### config.mk
export PLATFORM = sky130hd
export DESIGN_NAME = pwm_capture_flat
export DESIGN_NICKNAME = d
export VERILOG_FILES = /design/src/rtl/pwm_capture_pkg.sv /design/src/rtl/pwm_capture_if.sv /design/src/rtl/pwm_cap_sync.sv /design/src/rtl/pwm_capture.sv /design/src/flat_wrapper.sv
export SDC_FILE = /design/constraint.sdc
export NUM_CORES = 1
export LEC_CHECK = 0
export ABC_AREA = 1
export CAP_MARGIN = 20
export CORE_MARGIN = 2
export CORE_UTILIZATION = 50
export CTS_BUF_LIST = sky130_fd_sc_hd__clkbuf_8
export DETAILED_ROUTE_END_ITERATION = 12
export PLACE_DENSITY = 0.79
export SLEW_MARGIN = 20
export SYNTH_ARGS = -nofsm -noshare
export SYNTH_HDL_FRONTEND = slang
export SYNTH_SLANG_ARGS = --single-unit
### constraint.sdc
create_clock -name i_wb_clk -period 5.05 [get_ports i_wb_clk]
set_clock_uncertainty 0.1 [all_clocks]
set_input_delay 1.515 -clock i_wb_clk [delete_from_list [all_inputs] [get_ports i_wb_clk]]
set_output_delay 1.515 -clock i_wb_clk [all_outputs]
set_load 0.005 [all_outputs]
### src/rtl/pwm_capture_pkg.sv
// Shared constants for the PWM capture unit: register map, control/status bit
// positions and the measurement FSM state encoding.
package pwm_capture_pkg;

   localparam logic [15:0] ADDR_CTRL   = 16'h0000;
   localparam logic [15:0] ADDR_DIV    = 16'h0002;
   localparam logic [15:0] ADDR_PERIOD = 16'h0004;
   localparam logic [15:0] ADDR_HIGH   = 16'h0006;
   localparam logic [15:0] ADDR_STATUS = 16'h0008;

   localparam int CTRL_EN   = 0;
   localparam int CTRL_CONT = 1;
   localparam int CTRL_IE   = 2;
   localparam int CTRL_INV  = 3;
   localparam int CTRL_SRST = 7;

   // Only en/cont/ie/inv/srst are storage; bits 6:4 always read back 0.
   localparam logic [7:0] CTRL_WMASK = 8'h8F;

   localparam int ST_DONE = 0;
   localparam int ST_OVF  = 1;

   typedef enum logic [1:0] {
      S_IDLE = 2'd0,
      S_ARM  = 2'd1,
      S_HIGH = 2'd2,
      S_LOW  = 2'd3
   } state_e;

endpackage

### src/rtl/pwm_capture_if.sv
// 16-bit Wishbone slave bundle of the PWM capture register file.
interface pwm_capture_if;
   logic        i_wb_cyc;
   logic        i_wb_stb;
   logic        i_wb_we;
   logic [15:0] i_wb_adr;
   logic [15:0] i_wb_data;
   logic [15:0] o_wb_data;
   logic        o_wb_ack;

   modport master (
      output i_wb_cyc, i_wb_stb, i_wb_we, i_wb_adr, i_wb_data,
      input  o_wb_data, o_wb_ack
   );

   modport slave (
      input  i_wb_cyc, i_wb_stb, i_wb_we, i_wb_adr, i_wb_data,
      output o_wb_data, o_wb_ack
   );
endinterface

### src/rtl/pwm_cap_sync.sv
// Input synchronizer for the asynchronous PWM pin with optional inversion and
// single-cycle rise/fall detection pulses.
module pwm_cap_sync #(
   parameter int SYNC_STAGES = 2
) (
   input  logic clk,
   input  logic rst,
   input  logic pwm_i,
   input  logic inv_i,
   output logic rise_o,
   output logic fall_o
);
   logic [SYNC_STAGES-1:0] sync_q;
   logic                   prev_q;
   logic                   level_s;

   assign level_s = sync_q[SYNC_STAGES-1] ^ inv_i;
   assign rise_o  = level_s & ~prev_q;
   assign fall_o  = ~level_s & prev_q;

   // Synchronizer chain plus the previous-level register used for edge detection.
   always_ff @(posedge clk or posedge rst) begin
      if (rst) begin
         sync_q <= '0;
         prev_q <= 1'b0;
      end else begin
         sync_q <= {sync_q[SYNC_STAGES-2:0], pwm_i};
         prev_q <= level_s;
      end
   end
endmodule

### src/rtl/pwm_capture.sv
// PWM input-capture top: Wishbone register file, tick prescaler, measurement
// FSM and the o_DC/o_valid_DC duty-cycle stream.
module pwm_capture
   import pwm_capture_pkg::*;
#(
   parameter int SYNC_STAGES = 2
) (
   input  logic         i_wb_clk,
   input  logic         i_wb_rst,
   pwm_capture_if.slave wb,
   input  logic         i_pwm,
   output logic [15:0]  o_DC,
   output logic         o_valid_DC,
   output logic         o_int
);
   state_e      state_q, state_d;
   logic [15:0] ct_q, ct_d, presc_q, presc_d, div_act_q, div_act_d, hold_q, hold_d;
   logic [15:0] div_q, div_d, period_q, period_d, high_q, high_d, dc_q, dc_d;
   logic [7:0]  ctrl_q, ctrl_d;
   logic [1:0]  status_q, status_d;
   logic        valid_q, valid_d;
   logic        rise_s, fall_s, tick_s, wr_s, capture_s, ovf_set_s, oneshot_end_s;
   logic [15:0] rdata_s;

   pwm_cap_sync #(.SYNC_STAGES(SYNC_STAGES)) u_sync (
      .clk    (i_wb_clk),
      .rst    (i_wb_rst),
      .pwm_i  (i_pwm),
      .inv_i  (ctrl_q[CTRL_INV]),
      .rise_o (rise_s),
      .fall_o (fall_s)
   );

   assign wr_s   = wb.i_wb_cyc & wb.i_wb_stb & wb.i_wb_we;
   // div_act_q is the divisor in force; a new divisor is only picked up at a wrap.
   assign tick_s = (presc_q == div_act_q);

   // Measurement FSM: state, tick counter, prescaler and high-time hold.
   always_comb begin
      state_d       = state_q;
      ct_d          = ct_q;
      presc_d       = presc_q;
      div_act_d     = div_act_q;
      hold_d        = hold_q;
      capture_s     = 1'b0;
      ovf_set_s     = 1'b0;
      oneshot_end_s = 1'b0;
      if (ctrl_q[CTRL_SRST] || !ctrl_q[CTRL_EN]) begin
         state_d   = S_IDLE;
         ct_d      = 16'd0;
         presc_d   = 16'd0;
         div_act_d = div_q;
         if (ctrl_q[CTRL_SRST]) hold_d = 16'd0;
         else                   hold_d = hold_q;
      end else begin
         case (state_q)
            S_IDLE: state_d = S_ARM;
            S_ARM: begin
               if (rise_s) begin
                  state_d   = S_HIGH;
                  ct_d      = 16'd1;
                  presc_d   = 16'd0;
                  div_act_d = div_q;
               end else begin
                  state_d = S_ARM;
               end
            end
            S_HIGH, S_LOW: begin
               if (tick_s) begin
                  presc_d   = 16'd0;
                  div_act_d = div_q;
               end else begin
                  presc_d   = presc_q + 16'd1;
                  div_act_d = div_act_q;
               end
               if (tick_s && (ct_q == 16'hFFFF)) begin
                  ovf_set_s = 1'b1;
                  state_d   = S_ARM;
                  ct_d      = 16'd0;
                  presc_d   = 16'd0;
                  div_act_d = div_q;
               end else if ((state_q == S_HIGH) && fall_s) begin
                  hold_d  = ct_q;
                  state_d = S_LOW;
                  ct_d    = ct_q + {15'd0, tick_s};
               end else if ((state_q == S_LOW) && rise_s) begin
                  capture_s = 1'b1;
                  ct_d      = 16'd1;
                  presc_d   = 16'd0;
                  div_act_d = div_q;
                  // One-shot drops en so IDLE stays put until software re-arms.
                  if (ctrl_q[CTRL_CONT]) begin
                     state_d = S_HIGH;
                  end else begin
                     state_d       = S_IDLE;
                     oneshot_end_s = 1'b1;
                  end
               end else begin
                  ct_d = ct_q + {15'd0, tick_s};
               end
            end
            default: state_d = S_IDLE;
         endcase
      end
   end

   // Register file next state: host writes, capture results and sticky status.
   always_comb begin
      valid_d = capture_s;
      if (wr_s && (wb.i_wb_adr == ADDR_CTRL)) ctrl_d = wb.i_wb_data[7:0] & CTRL_WMASK;
      else if (oneshot_end_s)                 ctrl_d = ctrl_q & ~(8'd1 << CTRL_EN);
      else                                    ctrl_d = ctrl_q;
      if (wr_s && (wb.i_wb_adr == ADDR_DIV)) div_d = wb.i_wb_data;
      else                                   div_d = div_q;
      if (ctrl_q[CTRL_SRST]) begin
         status_d = 2'd0;
         period_d = 16'd0;
         high_d   = 16'd0;
         dc_d     = 16'd0;
      end else begin
         if (wr_s && (wb.i_wb_adr == ADDR_STATUS)) status_d = status_q & ~wb.i_wb_data[1:0];
         else                                      status_d = status_q;
         status_d[ST_DONE] = status_d[ST_DONE] | capture_s;
         status_d[ST_OVF]  = status_d[ST_OVF]  | ovf_set_s;
         if (capture_s) begin
            period_d = ct_q;
            high_d   = hold_q;
            dc_d     = hold_q;
         end else begin
            period_d = period_q;
            high_d   = high_q;
            dc_d     = dc_q;
         end
      end
   end

   // State and register storage.
   always_ff @(posedge i_wb_clk or posedge i_wb_rst) begin
      if (i_wb_rst) begin
         state_q   <= S_IDLE;
         ct_q      <= 16'd0;
         presc_q   <= 16'd0;
         div_act_q <= 16'd0;
         hold_q    <= 16'd0;
         ctrl_q    <= 8'd0;
         div_q     <= 16'd0;
         status_q  <= 2'd0;
         period_q  <= 16'd0;
         high_q    <= 16'd0;
         dc_q      <= 16'd0;
         valid_q   <= 1'b0;
      end else begin
         state_q   <= state_d;
         ct_q      <= ct_d;
         presc_q   <= presc_d;
         div_act_q <= div_act_d;
         hold_q    <= hold_d;
         ctrl_q    <= ctrl_d;
         div_q     <= div_d;
         status_q  <= status_d;
         period_q  <= period_d;
         high_q    <= high_d;
         dc_q      <= dc_d;
         valid_q   <= valid_d;
      end
   end

   // Combinational read mux.
   always_comb begin
      rdata_s = 16'd0;
      case (wb.i_wb_adr)
         ADDR_CTRL:   rdata_s = {8'd0, ctrl_q};
         ADDR_DIV:    rdata_s = div_q;
         ADDR_PERIOD: rdata_s = period_q;
         ADDR_HIGH:   rdata_s = high_q;
         ADDR_STATUS: rdata_s = {14'd0, status_q};
         default:     rdata_s = 16'd0;
      endcase
   end

   assign wb.o_wb_data = rdata_s;
   assign wb.o_wb_ack  = wb.i_wb_stb;
   assign o_DC         = dc_q;
   assign o_valid_DC   = valid_q;
   assign o_int        = status_q[ST_DONE] & ctrl_q[CTRL_IE];
endmodule

### src/flat_wrapper.sv
// flat-port wrapper written by rule: the top's interface ports become plain ports
module pwm_capture_flat import pwm_capture_pkg::*;
#(
   parameter int SYNC_STAGES = 2
)
  (i_wb_clk, i_wb_rst, i_pwm, o_DC, o_valid_DC, o_int, wb_i_wb_cyc, wb_i_wb_stb, wb_i_wb_we, wb_i_wb_adr, wb_i_wb_data, wb_o_wb_data, wb_o_wb_ack);
  pwm_capture_if wb_i ();
  input  logic i_wb_clk;
  input  logic i_wb_rst;
  input  logic i_pwm;
  output logic [15:0] o_DC;
  output logic o_valid_DC;
  output logic o_int;
  input wire logic [$bits(wb_i.i_wb_cyc)-1:0] wb_i_wb_cyc;
  input wire logic [$bits(wb_i.i_wb_stb)-1:0] wb_i_wb_stb;
  input wire logic [$bits(wb_i.i_wb_we)-1:0] wb_i_wb_we;
  input wire logic [$bits(wb_i.i_wb_adr)-1:0] wb_i_wb_adr;
  input wire logic [$bits(wb_i.i_wb_data)-1:0] wb_i_wb_data;
  output wire logic [$bits(wb_i.o_wb_data)-1:0] wb_o_wb_data;
  output wire logic [$bits(wb_i.o_wb_ack)-1:0] wb_o_wb_ack;
  assign wb_i.i_wb_cyc = wb_i_wb_cyc;
  assign wb_i.i_wb_stb = wb_i_wb_stb;
  assign wb_i.i_wb_we = wb_i_wb_we;
  assign wb_i.i_wb_adr = wb_i_wb_adr;
  assign wb_i.i_wb_data = wb_i_wb_data;
  assign wb_o_wb_data = wb_i.o_wb_data;
  assign wb_o_wb_ack = wb_i.o_wb_ack;
  pwm_capture #(.SYNC_STAGES(SYNC_STAGES)) u_core (.i_wb_clk(i_wb_clk), .i_wb_rst(i_wb_rst), .wb(wb_i), .i_pwm(i_pwm), .o_DC(o_DC), .o_valid_DC(o_valid_DC), .o_int(o_int));
endmodule
==> results.md, run 1 <==
- Number of antenna cells inserted: 0
- Number of hold buffers added after CTS: 0
- Die outline height: 118 um
- Upper clock frequency limit: 202 MHz
- Vias: 5713
- Worst Setup Start Kind: input port
- Input/output buffers: 72
- Synthesized net count: 866
- Total Nets Final: 948
- Fraction of layout instances using a drive strength above 1: 12.0%
- Total power per unit cell area: 239 nW/um^2
- Antenna violations before repair: 0
- Placement-stage worst setup slack: -0.199 ns
- Total Neg Setup Slack: 0 ns
- Number of routed nets with antenna violations: 0
- Share of the cycle needed by the critical path after routing: 98.0%
- Die Outline Area: 14000 um^2
- Time the final worst path needs with I/O delays and setup: 4.95 ns
- Status: complete, no violations
- Required time reported for the critical path endpoint: 3.44 ns
- Largest net degree at the start of global routing: 63
- Worst-path clk slew: 0.06 ns
- Data arrival at the endpoint of the critical path: 3.33 ns
- Mapped cell area: 6540 um^2
- Largest vdd supply drop: 179 uV
- Relative slew margins: 46.6%
- Hold Vio Cnt, Final: 0
- Hold depth: 0
- Initial DRC count: 507
- Worst-skew pair later-pin latency: 0.43 ns
- Number of register bits inferred by synthesis: 125
- Final Slew Violations: 0
- Clock tree sinks: 125
- Proportion of synthesized chip area in sequential cells: 47.9%
- Number of global-route vias before repair: 5499
- Detail Placement HPWL: 11400 um
- Number of optimization iterations in the first detailed-route pass: 5
- Leakage: 0.00368 uW
- Classification of the worst-slack hold path: register to register
- Cell Rows: 41
- Synth-to-Final Area Change: 19.4%
- Setup violations, final: 0
- Die Width: 118 um
- Number of vias per cell: 5.24
- Crit path kind: input port to output port
- Avg Synthesized Cell Area: 7.92 um^2
- Number of H-tree levels: 4
- TritonCTS clock tree: yes
- Wire length of the first global-routing pass: 26900 um
- Initial cell density of the core: 51.6%
- PnR worst setup slack: 0.101 ns
- Yosys synthesis warning count: 0
- Core outline area: 12700 um^2
- Transition time of the tightest slew-check pin: 0.801 ns
- Final wirelength: 15800 um
- Category of the worst setup path capture point: output port
- Critical Path Fanout Max: 4
- CTS Buf Count: 17
- Final weighted congestion of routability-driven global placement: 0.927
- Number of cells on the worst reg-to-reg path: 20
- Clock root buffer master: clkbuf_8
- Number of library cell types mapped by synthesis: 38
- DR DRC count: 0
- Total global-route track usage: 23.9%
- Gate Count Post-Synth: 825
- Max Root-Sink Buffers: 2
- GRT overflow: 0
- Routed WL per cell: 14.5 um
- Number of ports placed on the die boundary: 73
- Number of violations of the max-capacitance limit: 0
==> layer usage <==
metal | global-route usage, % | wire [um] | vias up
li1 | - | - | 2815
met1 | 32.1 | 6970 | 2724
met2 | 38.6 | 7690 | 152
met3 | 5.79 | 965 | 22
met4 | 7.00 | 206 | 0
met5 | 0 | 0 | -
==> metrics by stage <==
step	instance area [um^2]	util (%)	hold WS, ns	std cells	power [uW]
final	7800	61.6	0.250	1091	1870
after global routing	7800	61.6	0.261	1091	1940
after CTS	7780	61.4	0.252	1089	1890
after detailed placement	7400	58.4	0.237	1055	1080
after global placement	7400	58.4	0.233	1055	1080
after floorplan	6540	-	0.231	825	1040
==> layout by cell type (no fill, tap or decap), types with 4 or more instances in the layout <==
master / netlist / layout
nor2_1: 77 / 77
nand2_1: 244 / 244
nand3_2: 8 / 8
a21oi_2: 4 / 4
inv_2: 9 / 11
buf_4: 4 / 17
clkdlybuf4s50_1: 0 / 56
o21ai_1: 7 / 7
nand2_2: 7 / 7
nand3_1: 82 / 82
dfrtp_1: 125 / 125
o211ai_1: 10 / 10
xor2_1: 12 / 12
clkbuf_8: 0 / 18
a21oi_1: 21 / 21
o22ai_1: 13 / 13
nor2_2: 8 / 7
o21ai_2: 12 / 12
nand4_1: 8 / 8
o21ai_0: 31 / 31
inv_1: 81 / 84
nor3_1: 9 / 9
dlygate4sd2_1: 0 / 15
==> registers in the layout (all words and copies together) (netlist names) <==
| signal | flops |
|---|---|
| u_core.ct_q | 16 |
| u_core.div_act_q | 16 |
| u_core.div_q | 16 |
| u_core.high_q | 16 |
| u_core.hold_q | 16 |
| u_core.period_q | 16 |
| u_core.presc_q | 16 |
| u_core.ctrl_q | 5 |
| u_core.state_q | 2 |
| u_core.status_q | 2 |
| u_core.u_sync.sync_q | 2 |
| u_core.o_valid_DC | 1 |
| u_core.u_sync.prev_q | 1 |
==> kinds of logic (layout without fill, tap and decap cells) <==
group | count (synthesis) | in the layout | share of synthesized area (%)
and+or+nand+nor | 453 | 453 | 30.4
AOI/OAI and AO/OA | 104 | 104 | 9.75
adders and majority gates | 3 | 3 | 0.574
DFF | 125 | 125 | 47.9
buffers and inverters | 121 | 215 | 8.60
xor gates and xnor gates | 16 | 16 | 2.26
muxes | 3 | 3 | 0.517
==> cell type report <==
type / count / area, um^2
Clock buffer: 18 / 248
Multi-Input combinational cell: 579 / 2860
Tap cell: 172 / 215
Sequential cell: 125 / 3130
Inverter: 91 / 344
Fill cell: 1114 / 4870
Clock inverter: 13 / 113
Timing Repair Buffer: 93 / 892
==> synthesized netlist by cell type (all sizes together) <==
master / instances / area [um^2]
nor4: 2 / 12.5
clkbuf: 8 / 30.0
a22oi: 3 / 22.5
buf: 22 / 190
o21ai: 50 / 295
inv: 90 / 338
nand3: 91 / 508
dfrtp: 125 / 3130
a21oi: 25 / 140
a21boi: 1 / 7.51
nand4: 8 / 50.1
ha: 3 / 37.5
nor2: 86 / 350
xor2: 13 / 121
xnor2: 3 / 26.3
o22ai: 13 / 81.3
clkinv: 1 / 3.75
nor3: 12 / 75.1
mux2: 3 / 33.8
nand2: 254 / 993
o211ai: 10 / 75.1
o21bai: 2 / 15.0
==> worst max-delay path, cell delays in order <==
cell             delay, ns
clkdlybuf4s50_1       0.40
nor2_1                0.10
nand2_1               0.11
nor3_4                0.25
nand4_1               0.19
inv_2                 0.16
buf_4                 0.12
buf_4                 0.10
nand2_1               0.05
o211ai_1              0.09
clkdlybuf4s15_1       0.24
==> power breakdown <==
group | leakage, uW | total, uW | internal (uW) | switching (uW)
Combinational | 0.00187 | 62.4 | 31.5 | 30.9
Sequential | 0.00161 | 1000 | 1000 | 0.570
Clock | 0.000202 | 803 | 434 | 369
==> final timing paths <==
path	end	slack (ns)	startpoint
worst max-delay path	wb_o_wb_data[6]	0.10	wb_i_wb_adr[13]
worst min-delay path	u_core.u_sync.sync_q[1]$_DFF_PP0_	0.25	u_core.u_sync.sync_q[0]$_DFF_PP0_
worst max register to register	u_core.ct_q[15]$_DFFE_PP0P_	2.22	u_core.presc_q[5]$_DFFE_PP0P_
worst min register to register	u_core.u_sync.sync_q[1]$_DFF_PP0_	0.25	u_core.u_sync.sync_q[0]$_DFF_PP0_
max in group asynchronous	u_core.high_q[10]$_DFFE_PP0P_	2.56	i_wb_rst
min in group asynchronous	u_core.u_sync.sync_q[0]$_DFF_PP0_	1.49	i_wb_rst
==> timing repair <==
item	CTS	global route
setup endpoints to repair	16	3
buffers inserted	3	2
gates resized for setup	22	1
pin swaps	1	2
Power figures use the tool's default switching activity.
==> inputs of run 2 (changes only) <==
--- a/config.mk
+++ b/config.mk
@@ -9,8 +9,8 @@
 export CAP_MARGIN = 20
 export CORE_MARGIN = 2
-export CORE_UTILIZATION = 50
+export CORE_UTILIZATION = 30
 export CTS_BUF_LIST = sky130_fd_sc_hd__clkbuf_8
 export DETAILED_ROUTE_END_ITERATION = 12
-export PLACE_DENSITY = 0.79
+export PLACE_DENSITY = 0.54
 export SLEW_MARGIN = 20
 export SYNTH_ARGS = -nofsm -noshare
--- a/constraint.sdc
+++ b/constraint.sdc
@@ -3,3 +3,3 @@
 set_input_delay 1.515 -clock i_wb_clk [delete_from_list [all_inputs] [get_ports i_wb_clk]]
 set_output_delay 1.515 -clock i_wb_clk [all_outputs]
-set_load 0.005 [all_outputs]
+set_load 0.1 [all_outputs]
==> results.md, run 2 (synthesis results as in run 1) <==
- Number of optimization iterations in the first detailed-route pass: 6 (+1)
- Worst-skew pair later-pin latency: 0.45 ns (+0.02 ns)
- Number of violations of the max-capacitance limit: 0 (unchanged)
- Total Nets Final: 940 (-0.84%)
- Category of the worst setup path capture point: output port
- Leakage: 0.00370 uW (+0.49%)
- CTS Buf Count: 17 (unchanged)
- Tightest hold margin: 0.254 ns (+0.00412 ns)
- Final wirelength: 17400 um (+9.9%)
- Fin area: 8170 um^2 (+4.7%)
- Largest vdd supply drop: 106 uV (-40%)
- Cell-by-cell listing of the critical path: clkdlybuf4s50_1 -> nor2_4 -> nand2_2 -> nor3_4 -> nand2_2 -> nor2_4 -> clkinv_4 -> buf_12 -> o211ai_1 -> buf_12
- Crit path kind: input port to output port
- Critical Path Fanout Max: 8 (+4)
- Number of global-route vias before repair: 5531 (+0.58%)
- Status: complete, no violations
- Total Neg Setup Slack: 0 ns (unchanged)
- Cell Rows: 53 (+29%)
- Die Outline Area: 23000 um^2 (+64%)
- Transition time of the tightest slew-check pin: 1.02 ns (+0.215 ns)
- Share of the cycle needed by the critical path after routing: 98.0% (about the same)
- Detail Placement HPWL: 12500 um (+9.8%)
- Cell area reported after detailed placement: 7700 um^2 (+4.0%)
- Total global-route track usage: 16.2% (-7.8 points)
- Die Width: 152 um (+28%)
- Antenna violations before repair: 0 (unchanged)
- Data arrival at the endpoint of the critical path: 3.34 ns (about the same)
- Clock root buffer master: clkbuf_8
- DR DRC count: 0 (unchanged)
- Die outline height: 152 um (+28%)
- Final weighted congestion of routability-driven global placement: 0.835 (-10%)
- GRT overflow: 0 (unchanged)
- Time the final worst path needs with I/O delays and setup: 4.95 ns (+0.00160 ns)
- TritonCTS clock tree: yes
- Max Root-Sink Buffers: 2 (unchanged)
- Hold Vio Cnt, Final: 0 (unchanged)
- Synth-to-Final Area Change: 24.9%
- Commonest non-fill, non-tap cells in the layout: nand2_1, dfrtp_1, nand3_1
- Clock tree sinks: 125 (unchanged)
- Initial cell density of the core: 30.8% (-21 points)
- Crit-path max cell delay: 0.45 ns (+0.05 ns)
- Setup violations, final: 0 (unchanged)
- Number of ports placed on the die boundary: 73 (unchanged)
- Number of hold buffers added after CTS: 0 (unchanged)
- Number of instances in the placed design: 1152 (+9.2%)
- Required time reported for the critical path endpoint: 3.44 ns (about the same)
- Critical path's slowest cell: clkdlybuf4s50_1
- Most frequent standard cell in the layout excluding fill and tap cells: nand2_1
- Total power per unit cell area: 242 nW/um^2 (+1.2%)
- Initial DRC count: 342 (-33%)
- Relative slew margins: 32.1% (-15 points)
- Number of routed nets with antenna violations: 0 (unchanged)
- Vias: 5488 (-3.9%)
- Number of vias per cell: 4.62 (-12%)
- Core outline area: 21200 um^2 (+67%)
- Number of antenna cells inserted: 0 (unchanged)
- Largest net degree at the start of global routing: 73 (+16%)
- Upper clock frequency limit: 202 MHz (about the same)
- Input/output buffers: 72 (unchanged)
- Final Slew Violations: 0 (unchanged)
- Fraction of layout instances using a drive strength above 1: 14.6% (+2.6 points)
- Number of H-tree levels: 4 (unchanged)
- Worst Setup Start Kind: input port
- Worst-path clk slew: 0.08 ns (+0.02 ns)
- Wire length of the first global-routing pass: 28800 um (+7.1%)
- Classification of the worst-slack hold path: register to register
- Post-route non-filler standard cell count: 1187 (+8.8%)
- Routed WL per cell: 14.7 um (+1.0%)
[run 2: changes by cell type in the layout (fill, tap and decap cells not counted), sizes merged, moves of 2 or more]
cell / previous run / this run
dlygate4sd2: 15 / 0
buf: 21 / 29
inv: 96 / 91
clkdlybuf4s50: 56 / 52
clkinv: 4 / 7
dlymetal6s2s: 0 / 3
clkbuf: 18 / 20
[run 2: worst max-delay path, delay by kind of cell]
family                 cells  cell delay, ns
AOI/OAI and AO/OA          1            0.28
buffers and inverters      4            0.88
and+or+nand+nor            5            0.65
[run 2: area by class of cell]
type / count / area, um^2
Timing Repair Buffer: 85 / 1040
Sequential cell: 125 / 3130
Multi-Input combinational cell: 579 / 2900
Clock inverter: 13 / 149
Tap cell: 275 / 344
Clock buffer: 19 / 262
Fill cell: 2212 / 13100
Inverter: 91 / 349
[run 2: per-stage QoR]
step                utilization (%)  total power (uW)  worst slack (ns)
floorplan                         -              1050            -0.291
global placement               36.3              1090            0.0729
detailed placement             36.3              1090            0.0674
CTS                            38.2              2010            0.0635
global route                   38.5              2060           -0.0104
finish                         38.5              1980            0.0989
[run 2: final timing paths]
kind | slack, ns | startpoint | cells past startpoint | to
worst max-delay path | 0.1 | wb_i_wb_adr[9] | 10 | wb_o_wb_data[11]
worst min register to register | 0.25 | u_core.u_sync.sync_q[0]$_DFF_PP0_ | 0 | u_core.u_sync.sync_q[1]$_DFF_PP0_
min in group asynchronous | 1.43 | i_wb_rst | 2 | u_core.div_q[5]$_DFFE_PP0P_
worst max register to register | 2.17 | u_core.presc_q[4]$_DFFE_PP0P_ | 20 | u_core.ct_q[15]$_DFFE_PP0P_
max in group asynchronous | 2.59 | i_wb_rst | 3 | u_core.ct_q[10]$_DFFE_PP0P_
worst min-delay path | 0.25 | u_core.u_sync.sync_q[0]$_DFF_PP0_ | 0 | u_core.u_sync.sync_q[1]$_DFF_PP0_
[run 2: what timing repair did]
item	in CTS	in global routing
setup buffers	0	3
setup endpoints to repair	0	11
gates resized for setup	0	9
[run 2: where the power goes]
group / internal (uW) / switching, uW
clock network: 507 / 402
registers: 1000 / 0.659
logic: 30.0 / 36.0
total: 1540 / 439
[run 2: layer usage]
metal,vias up,GRT usage (%),wire length (um)
met3,9,3.32,591
met2,73,26.5,8360
met5,-,0,0
met1,2601,22.1,8350
li1,2805,-,-
met4,0,3.75,104
